## config.mk

```make
export PLATFORM = sky130hd
export DESIGN_NAME = spi_slave
export DESIGN_NICKNAME = d
export VERILOG_FILES = /design/src/rtl/spi_slave.sv
export SDC_FILE = /design/constraint.sdc
export NUM_CORES = 1
export LEC_CHECK = 0
export ABC_AREA = 1
export CAP_MARGIN = 20
export CORE_ASPECT_RATIO = 0.7
export CORE_MARGIN = 2
export CORE_UTILIZATION = 40
export CTS_CLUSTER_SIZE = 25
export DETAILED_ROUTE_END_ITERATION = 8
export GPL_ROUTABILITY_DRIVEN = 0
export SLEW_MARGIN = 20
export SYNTH_ARGS = -nofsm -noshare
export SYNTH_HDL_FRONTEND = slang
export SYNTH_SLANG_ARGS = --single-unit
```

## constraint.sdc

```tcl
create_clock -name i_clk -period 2 [get_ports i_clk]
set_clock_uncertainty 0.05 [all_clocks]
set_input_delay 0.4 -clock i_clk [delete_from_list [all_inputs] [get_ports i_clk]]
set_output_delay 0.4 -clock i_clk [all_outputs]
set_load 0.005 [all_outputs]
```

## src/rtl/spi_slave.sv

```systemverilog
// Mode-0 SPI slave: oversamples the SPI pins on i_clk, receives MSB-first words
// and returns the contents of a single-entry transmit holding register (full duplex).
module spi_slave #(
  parameter int                    p_WORD_LEN  = 8,
  parameter logic [p_WORD_LEN-1:0] p_IDLE_WORD = '0
) (
  input  logic                  i_clk,
  input  logic                  i_rst,
  input  logic                  i_sclk,
  input  logic                  i_mosi,
  input  logic                  i_ss_n,
  output logic                  o_miso,
  input  logic [p_WORD_LEN-1:0] i_data,
  input  logic                  i_dv,
  output logic                  o_tx_ready,
  output logic [p_WORD_LEN-1:0] o_data,
  output logic                  o_dv,
  output logic                  o_active
);

  localparam int                CNT_W    = $clog2(p_WORD_LEN);
  localparam logic [CNT_W-1:0]  LAST_BIT = CNT_W'(p_WORD_LEN - 1);

  logic                  sclk_p0, sclk_p1, sclk_p2;
  logic                  ss_n_p0, ss_n_p1;
  logic                  mosi_p0, mosi_p1;
  logic [CNT_W-1:0]      bit_cnt;
  logic [p_WORD_LEN-1:0] rx_shift;
  logic [p_WORD_LEN-1:0] tx_shift;
  logic [p_WORD_LEN-1:0] hold;
  logic                  hold_full;
  logic                  sclk_rise, sclk_fall, first_rise;
  logic [p_WORD_LEN-1:0] sel_word;

  // Stage p2: edge detect on synced sclk; mosi_p1 lines up with the detected edge
  assign sclk_rise  = sclk_p1 & ~sclk_p2 & ~ss_n_p1;
  assign sclk_fall  = ~sclk_p1 & sclk_p2 & ~ss_n_p1;
  assign first_rise = sclk_rise & ~o_active;

  assign sel_word   = hold_full ? hold : p_IDLE_WORD;
  // Before the first edge the next word's MSB is presented straight from the selection
  assign o_miso     = o_active ? tx_shift[p_WORD_LEN-1] : sel_word[p_WORD_LEN-1];
  assign o_tx_ready = ~hold_full;

  // Stage p0/p1: two-flop synchronisers, plus framing and hold-register control
  always_ff @(posedge i_clk) begin
    if (i_rst) begin
      sclk_p0   <= 1'b0;
      sclk_p1   <= 1'b0;
      sclk_p2   <= 1'b0;
      ss_n_p0   <= 1'b1;
      ss_n_p1   <= 1'b1;
      mosi_p0   <= 1'b0;
      mosi_p1   <= 1'b0;
      bit_cnt   <= '0;
      o_active  <= 1'b0;
      o_dv      <= 1'b0;
      o_data    <= '0;
      hold_full <= 1'b0;
    end else begin
      sclk_p0 <= i_sclk;
      sclk_p1 <= sclk_p0;
      sclk_p2 <= sclk_p1;
      ss_n_p0 <= i_ss_n;
      ss_n_p1 <= ss_n_p0;
      mosi_p0 <= i_mosi;
      mosi_p1 <= mosi_p0;
      o_dv    <= 1'b0;

      if (ss_n_p1) begin
        bit_cnt  <= '0;
        o_active <= 1'b0;
      end else if (sclk_rise) begin
        if (bit_cnt == LAST_BIT) begin
          bit_cnt  <= '0;
          o_active <= 1'b0;
          o_data   <= {rx_shift[p_WORD_LEN-2:0], mosi_p1};
          o_dv     <= 1'b1;
        end else begin
          bit_cnt  <= bit_cnt + CNT_W'(1);
          o_active <= 1'b1;
        end
      end

      // A full hold blocks i_dv, so consume and accept never coincide on a full hold
      if (i_dv && !hold_full)
        hold_full <= 1'b1;
      else if (first_rise)
        hold_full <= 1'b0;
    end
  end

  // Stage p2 datapath: shift registers and hold contents carry no reset
  always_ff @(posedge i_clk) begin
    if (sclk_rise)
      rx_shift <= {rx_shift[p_WORD_LEN-2:0], mosi_p1};

    if (first_rise)
      tx_shift <= sel_word;
    else if (sclk_fall && o_active)
      tx_shift <= {tx_shift[p_WORD_LEN-2:0], 1'b0};

    if (i_dv && !hold_full)
      hold <= i_data;
  end

endmodule

```

==> summary.md <==
| Metric | Value |
|---|---|
| Syn nets | 180 |
| Routed Antenna Nets | 0 |
| Commonest non-fill, non-tap cell in the layout | nor2_1 |
| Number of diodes | 0 |
| Power density over the cells | 746 nW/um^2 |
| Die Ht | 58.7 um |
| Cell area after synthesis | 1710 um^2 |
| # H-tree levels | 2 |
| Initial Utilization | 0.426 |
| Sink Count | 44 |
| Syn avg cell area | 10.5 um^2 |
| Final setup viols | 0 |
| Global route total overflow | 0 |
| PnR worst setup slack | 0.124 ns |
| Skew-Pair Late Insertion Delay | 0.29 ns |
| CP endpoint kind | output pin |
| Outcome | complete, no violations |
| Ports | 26 |
| Main flop type after synthesis | edfxtp_1 |
| Total CTS buffers | 5 |
| Port Buf Inserts | 25 |
| Slew headroom | 0.525 |
| Reg2reg path depth | 4 |
| Largest net degree at the start of global routing | 16 |
| Hold Crit Class | register to register |
| Critical Path Fanout Max | 2 |
| Via density | 4.61 |
| CP startpoint | hold_full |
| Async SR Flop Fraction | 0 |
| Critical Path AT | 1.43 ns |
| First-pass GRT wire length | 4.98 mm |
| DRC violations left | 0 |
| Reg2Reg Launch Point | sclk_p1 |
| CTS resizes | 0 |
| Fin. Hold Viols | 0 |
| Final net count | 212 |
| Initial antenna violation count | 0 |
| Fin. max-slew vios | 0 |
| Routed via count | 1144 |
| Mapped Cells | 163 |
| Post-synthesis sequential area ratio | 0.649 |
| Die extent in x | 82.2 um |
| Yosys warnings | 0 |
| Crit start category | register |
| Pleak | 0.000827 uW |
| Min Clock Period, post-route | 1.88 ns |
| DR iter-0 viols | 42 |
| DR pass1 iterations | 4 |
| Clk buf depth | 2 |
| Root buf cell | clkbuf_8 |
| Synthesis-stage register bit count | 44 |
| CTS tree | done |
| Most frequent cells in the layout | 28 x nor2_1, 26 x nand2_1, 25 x clkdlybuf4s50_1, 23 x edfxtp_1, 22 x inv_1 |
| Gr usage total | 0.142 |
| Slew @ Worst Pin | 0.708 ns |
| Die area | 4830 um^2 |
| P&R area growth vs syn | 23.5% |
| Worst Setup Path Type | register to output pin |
| Vias in the first global route | 1111 |
| Reg2reg setup slack | 0.39 ns |
| Clk slew on worst S/H paths | 0.08 ns |
| FMAX | 533 MHz |
| Max-Cap Viols | 0 |
| Post-synth EDFFs | 23 |
| Setup TNS | 0 ns |
| Crit share post-route | 0.938 |
| Hold buffers post-CTS | 0 |
| End of the critical path | o_miso |
| Setup Fix Bufs, Post-CTS | 0 |
| Row cnt | 19 |
| Layout cells sized above 1 | 0.143 |
| Dpl ws | 0.131 ns |
| FF-to-FF End | tx_shift[2] |
| Synth cell types | 24 |
| DP HPWL | 2.17 mm |
| Critical Path RT | 1.55 ns |
| WL final | 2.93 mm |
| Floorplan core area | 4020 um^2 |
| Unrepaired setup endpoints after global routing | no |
| Maximum vdd drop | 0.496 mV |
| Avg WL per Cell | 11.8 um |
registers in the layout, summed over array words and instances (netlist names):
| signal | cells |
|---|---|
| o_active | 1 |
| hold | 8 |
| sclk_p0 | 1 |
| o_data | 8 |
| mosi_p0 | 1 |
| tx_shift | 8 |
| ss_n_p0 | 1 |
| sclk_p1 | 1 |
| bit_cnt | 3 |
| sclk_p2 | 1 |
| rx_shift | 7 |
| ss_n_p1 | 1 |
| o_dv | 1 |
| mosi_p1 | 1 |
| hold_full | 1 |
worst min-delay path by stage:
stage | startpoint | to | slack (ns) | cells after the start
6_report | mosi_p0 | mosi_p1 | 0.36 | 2
5_1_grt | mosi_p0 | mosi_p1 | 0.37 | 2
4_1_cts | mosi_p0 | mosi_p1 | 0.36 | 2
3_5_place_dp | mosi_p0 | mosi_p1 | 0.35 | 2
3_3_place_gp | mosi_p0 | mosi_p1 | 0.35 | 2
2_1_floorplan | mosi_p0 | mosi_p1 | 0.34 | 2
metrics by stage:
stage                     area, um^2  cells  hold WS, ns  utilization  power (uW)
after global routing            2110    248        0.374        0.526        1650
after CTS                       2110    248        0.360        0.526        1600
final                           2110    248        0.357        0.526        1580
after global placement          2030    240        0.348        0.506        1070
after detailed placement        2030    240        0.348        0.506        1080
after floorplan                 1710    163        0.338            -        1030
power breakdown:
part / internal (uW) / total (uW) / switching, uW
sequential: 964 / 973 / 8.20
combinational: 42.1 / 82.6 / 40.5
clock: 237 / 521 / 284
total: 1240 / 1580 / 333
cells in the mapped netlist, drive strengths merged, types with 2 or more instances:
master   n  area share
nand4    8       0.029
edfxtp  23        0.40
or2      2      0.0073
clkbuf   2      0.0051
a21oi    2      0.0058
ha       3       0.022
buf      2      0.0095
inv     24       0.053
dfxtp   21        0.25
nand2   28       0.067
nand3    3       0.016
o21ai   12       0.050
nor2    31       0.078
layer usage:
layer  global-route usage  up-vias  part of all wire
met3               0.0613        5             0.037
met2                0.217       17              0.46
li1                     -      591                 -
met4               0.0500        0             0.012
met1                0.181      531              0.49
met5                    0        -                 0
cell type report:
class                      instances  area [um^2]
clock buffer                       5         68.8
clock inverter                     3         13.8
fill                             376         1900
inverter                          24         90.1
multi-input combinational         91          485
sequential                        44         1110
tap                               52         65.1
timing repair buffer              29          280
worst max-delay path, stage by stage (launching register included):
cell,delay (ns)
dfxtp_1,0.36
nand2_1,0.09
o21ai_0,0.16
clkdlybuf4s50_1,0.52
logic make-up (layout without fill, tap and decap cells):
group                      after synthesis  in the layout  share of synthesized area
and+or+nand+nor                         73             73                      0.201
DFF                                     44             44                      0.649
buffers and inverters                   28             61                     0.0672
AOI/OAI and AO/OA                       15             15                     0.0607
adders and majority gates                3              3                     0.0219
(Power assumes the default switching activity.)
==> patch, RTL diff (same settings) <==
Set the parameter `p_WORD_LEN` to 4 (it was 8).
--- a/src/rtl/spi_slave.sv
+++ b/src/rtl/spi_slave.sv
@@ -2,5 +2,5 @@
 // and returns the contents of a single-entry transmit holding register (full duplex).
 module spi_slave #(
-  parameter int                    p_WORD_LEN  = 8,
+  parameter int                    p_WORD_LEN  = 4,
   parameter logic [p_WORD_LEN-1:0] p_IDLE_WORD = '0
 ) (
Interface: changed (resized i_data and o_data); port bits go from 26 to 18. No check against the original RTL was run, so the function may have changed too.
==> patch against the original RTL <==
Worst setup slack better by 0.0081 ns; synthesized cell count is 34% lower; critical endpoint unchanged; final area is 39% lower; sequential share of layout area is 1.8 points lower; routed wire length is 44% lower; register-to-register slack better by 0.12 ns; sequential cell count is 17 lower; final cell count is 35% lower; power is 40% lower; area after synthesis is 40% lower; global-route usage is 0.79 points lower; core utilization is 0.52 points lower.
==> patch: results (changes against the original RTL) <==
Detailed routing
  – Initial detailed-routing violation count: 38 (-9.5%)
  – DR vias/cell: 4.41 (-4.3%)
  – Drt total wl: 1640 um (-44%)
  – DR pass1 iterations: 4 (unchanged)

Synth
  – Top FF cell, synth: dfxtp_1
  – Seq/Total Area, Yosys: 63.3% (-1.7 points)
  – Post-synth EDFFs: 11 (-52%)
  – Area contributors post-synth: edfxtp_1, dfxtp_1, nor2_1, inv_1, nand2_1
  – Post-Syn Nets: 119 (-34%)
  – Post-synth ARST share: 0% (unchanged)
  – Synth warn: 0 (unchanged)
  – List of most frequent post-synthesis cells: nor2_1, inv_1, nand2_1, dfxtp_1, edfxtp_1
  – Post-synthesis cell type count: 18 (-25%)

Critical path
  – Flop2flop setup slack: 0.51 ns (+0.12 ns)
  – Reg2reg start: ss_n_p1$_SDFF_PP1_
  – Worst path arrival time: 1.42 ns
  – Max Fanout on Critical Path: 7 (+5)
  – Critical R2R Capture: tx_shift[2]$_DFFE_PP_
  – CP max stage cell: clkdlybuf4s50_1
  – CP peak stage delay: 0.50 ns (-0.02 ns)
  – Worst Reg-to-Reg Cells: 5 (+1)

Power and ir drop
  – Leak: 0.534 nW (-35%)
  – Maximum vdd drop: 0.399 mV (-20%)

Hold path
  – Min-Delay Startpoint: sclk_p0$_SDFF_PP0_
  – Worst Hold Class: reg -> reg
  – Hold Path End: sclk_p1$_SDFF_PP0_
  – Worst hold path depth: 2 (unchanged)

Run status
  – Status: completed

Timing
  – Worst slew pin tran: 0.587 ns (-0.121 ns)
  – Setup TNS: 0 ns (unchanged)

CTS
  – Clock root buffer: clkbuf_8
  – Setup Fix Bufs, Post-CTS: 0 (unchanged)
  – H-tree depth: 1 (-1)
  – Worst-skew pair later-pin latency: 0.27 ns (-0.02 ns)
  – Cts bufs inserted: 3 (-2)
  – Post-CTS sizing: 0 (unchanged)
  – Reg clk slew, reported paths: 0.08 ns (about the same)
  – Maximum root-to-sink buffer count: 2 (unchanged)

Global routing
  – Vias in the first global route: 694 (-38%)
  – Largest net degree at the start of global routing: 15 (-1)
  – Antenna violations before repair: 0 (unchanged)
  – First-pass GRT wire length: 3010 um (-40%)
  – Gr usage total: 13.4% (-0.79 points)

Placed design
  – Area post-placement: 1240 um^2 (-39%)
  – Post-DP HPWL: 1310 um (-40%)
  – Number of port buffers: 17 (-32%)

Finish
  – Antenna cells: 0 (unchanged)
  – Top Registers: hold (4), o_data (4), tx_shift (4)
  – Final nets: 140 (-34%)
  – Fill cells: 229 (-39%)
  – Layout cells sized above 1: 10.9% (-3.3 points)
-- patch: cell count changes after synthesis, moves of 2 or more --
| cell | unedited run | this run |
|---|---|---|
| dfxtp_1 | 21 | 16 |
| edfxtp_1 | 23 | 11 |
| ha_1 | 3 | 1 |
| inv_1 | 22 | 18 |
| nand2_1 | 26 | 17 |
| nand3_1 | 2 | 5 |
| nand4_1 | 8 | 4 |
| nor2_1 | 28 | 19 |
| o21ai_0 | 5 | 2 |
| o21ai_2 | 7 | 0 |
-- patch: cells by family (layout without fill, tap and decap cells) --
family	count (synthesis)	count (layout)	synth area share (%)
AO/OA/AOI/OAI	4	4	1.95
flip-flops	27	27	63.3
adder cells (fa/ha/maj)	1	1	1.22
buffers and inverters	22	42	8.15
AND/OR/NAND/NOR	54	54	25.4
-- patch: final cells by class --
class | instances | area share [%]
Clock buffer | 4 | 3.52
Inverter | 21 | 6.15
Multi-Input combinational cell | 59 | 22.9
Sequential cell | 27 | 50.8
Tap cell | 34 | 3.32
Timing Repair Buffer | 17 | 13.3
-- patch: per-stage QoR --
stage               setup slack (ns)  cells  total power, mW  utilization (%)  hold slack [ns]
finish                         0.132    162            0.941             52.1            0.357
global route                  0.0227    162            0.981             52.1            0.390
CTS                            0.129    162            0.952             52.1            0.360
detailed placement             0.409    158            0.655             50.3            0.348
global placement               0.433    158            0.653             50.3            0.342
floorplan                      0.696    108            0.626                -            0.338
-- patch: worst max path at each step --
stage	slack, ns	start	endpoint
2_1_floorplan	0.70	ss_n_p1$_SDFF_PP1_	tx_shift[0]$_SDFFCE_PN0P_
3_3_place_gp	0.43	hold_full$_SDFFE_PP0P_	o_miso
3_5_place_dp	0.41	i_rst	bit_cnt[1]$_SDFFE_PP0P_
4_1_cts	0.13	hold_full$_SDFFE_PP0P_	o_miso
5_1_grt	0.02	hold_full$_SDFFE_PP0P_	o_miso
6_report	0.13	hold_full$_SDFFE_PP0P_	o_miso
-- patch: critical path: cells and delay by family, from the launching register on --
kind                   cells  cell delay, ns
buffers and inverters      1            0.50
flip-flops                 1            0.47
AND/OR/NAND/NOR            2            0.18
-- patch: routing by layer --
layer	wire length (um)	part of all wire (%)	vias to the layer above	global-route usage, %
met2	716	44	19	21.3
met5	0	0	-	0
li1	-	-	378	-
met1	821	50	313	17.8
met3	82	5.0	5	4.40
met4	14	0.86	0	3.83
-- patch: power by group --
group          total [mW]  internal [mW]  switching [mW]
Sequential          0.592          0.584         0.00748
Combinational      0.0497         0.0272          0.0225
Clock               0.300          0.143           0.157
Total               0.941          0.754           0.187
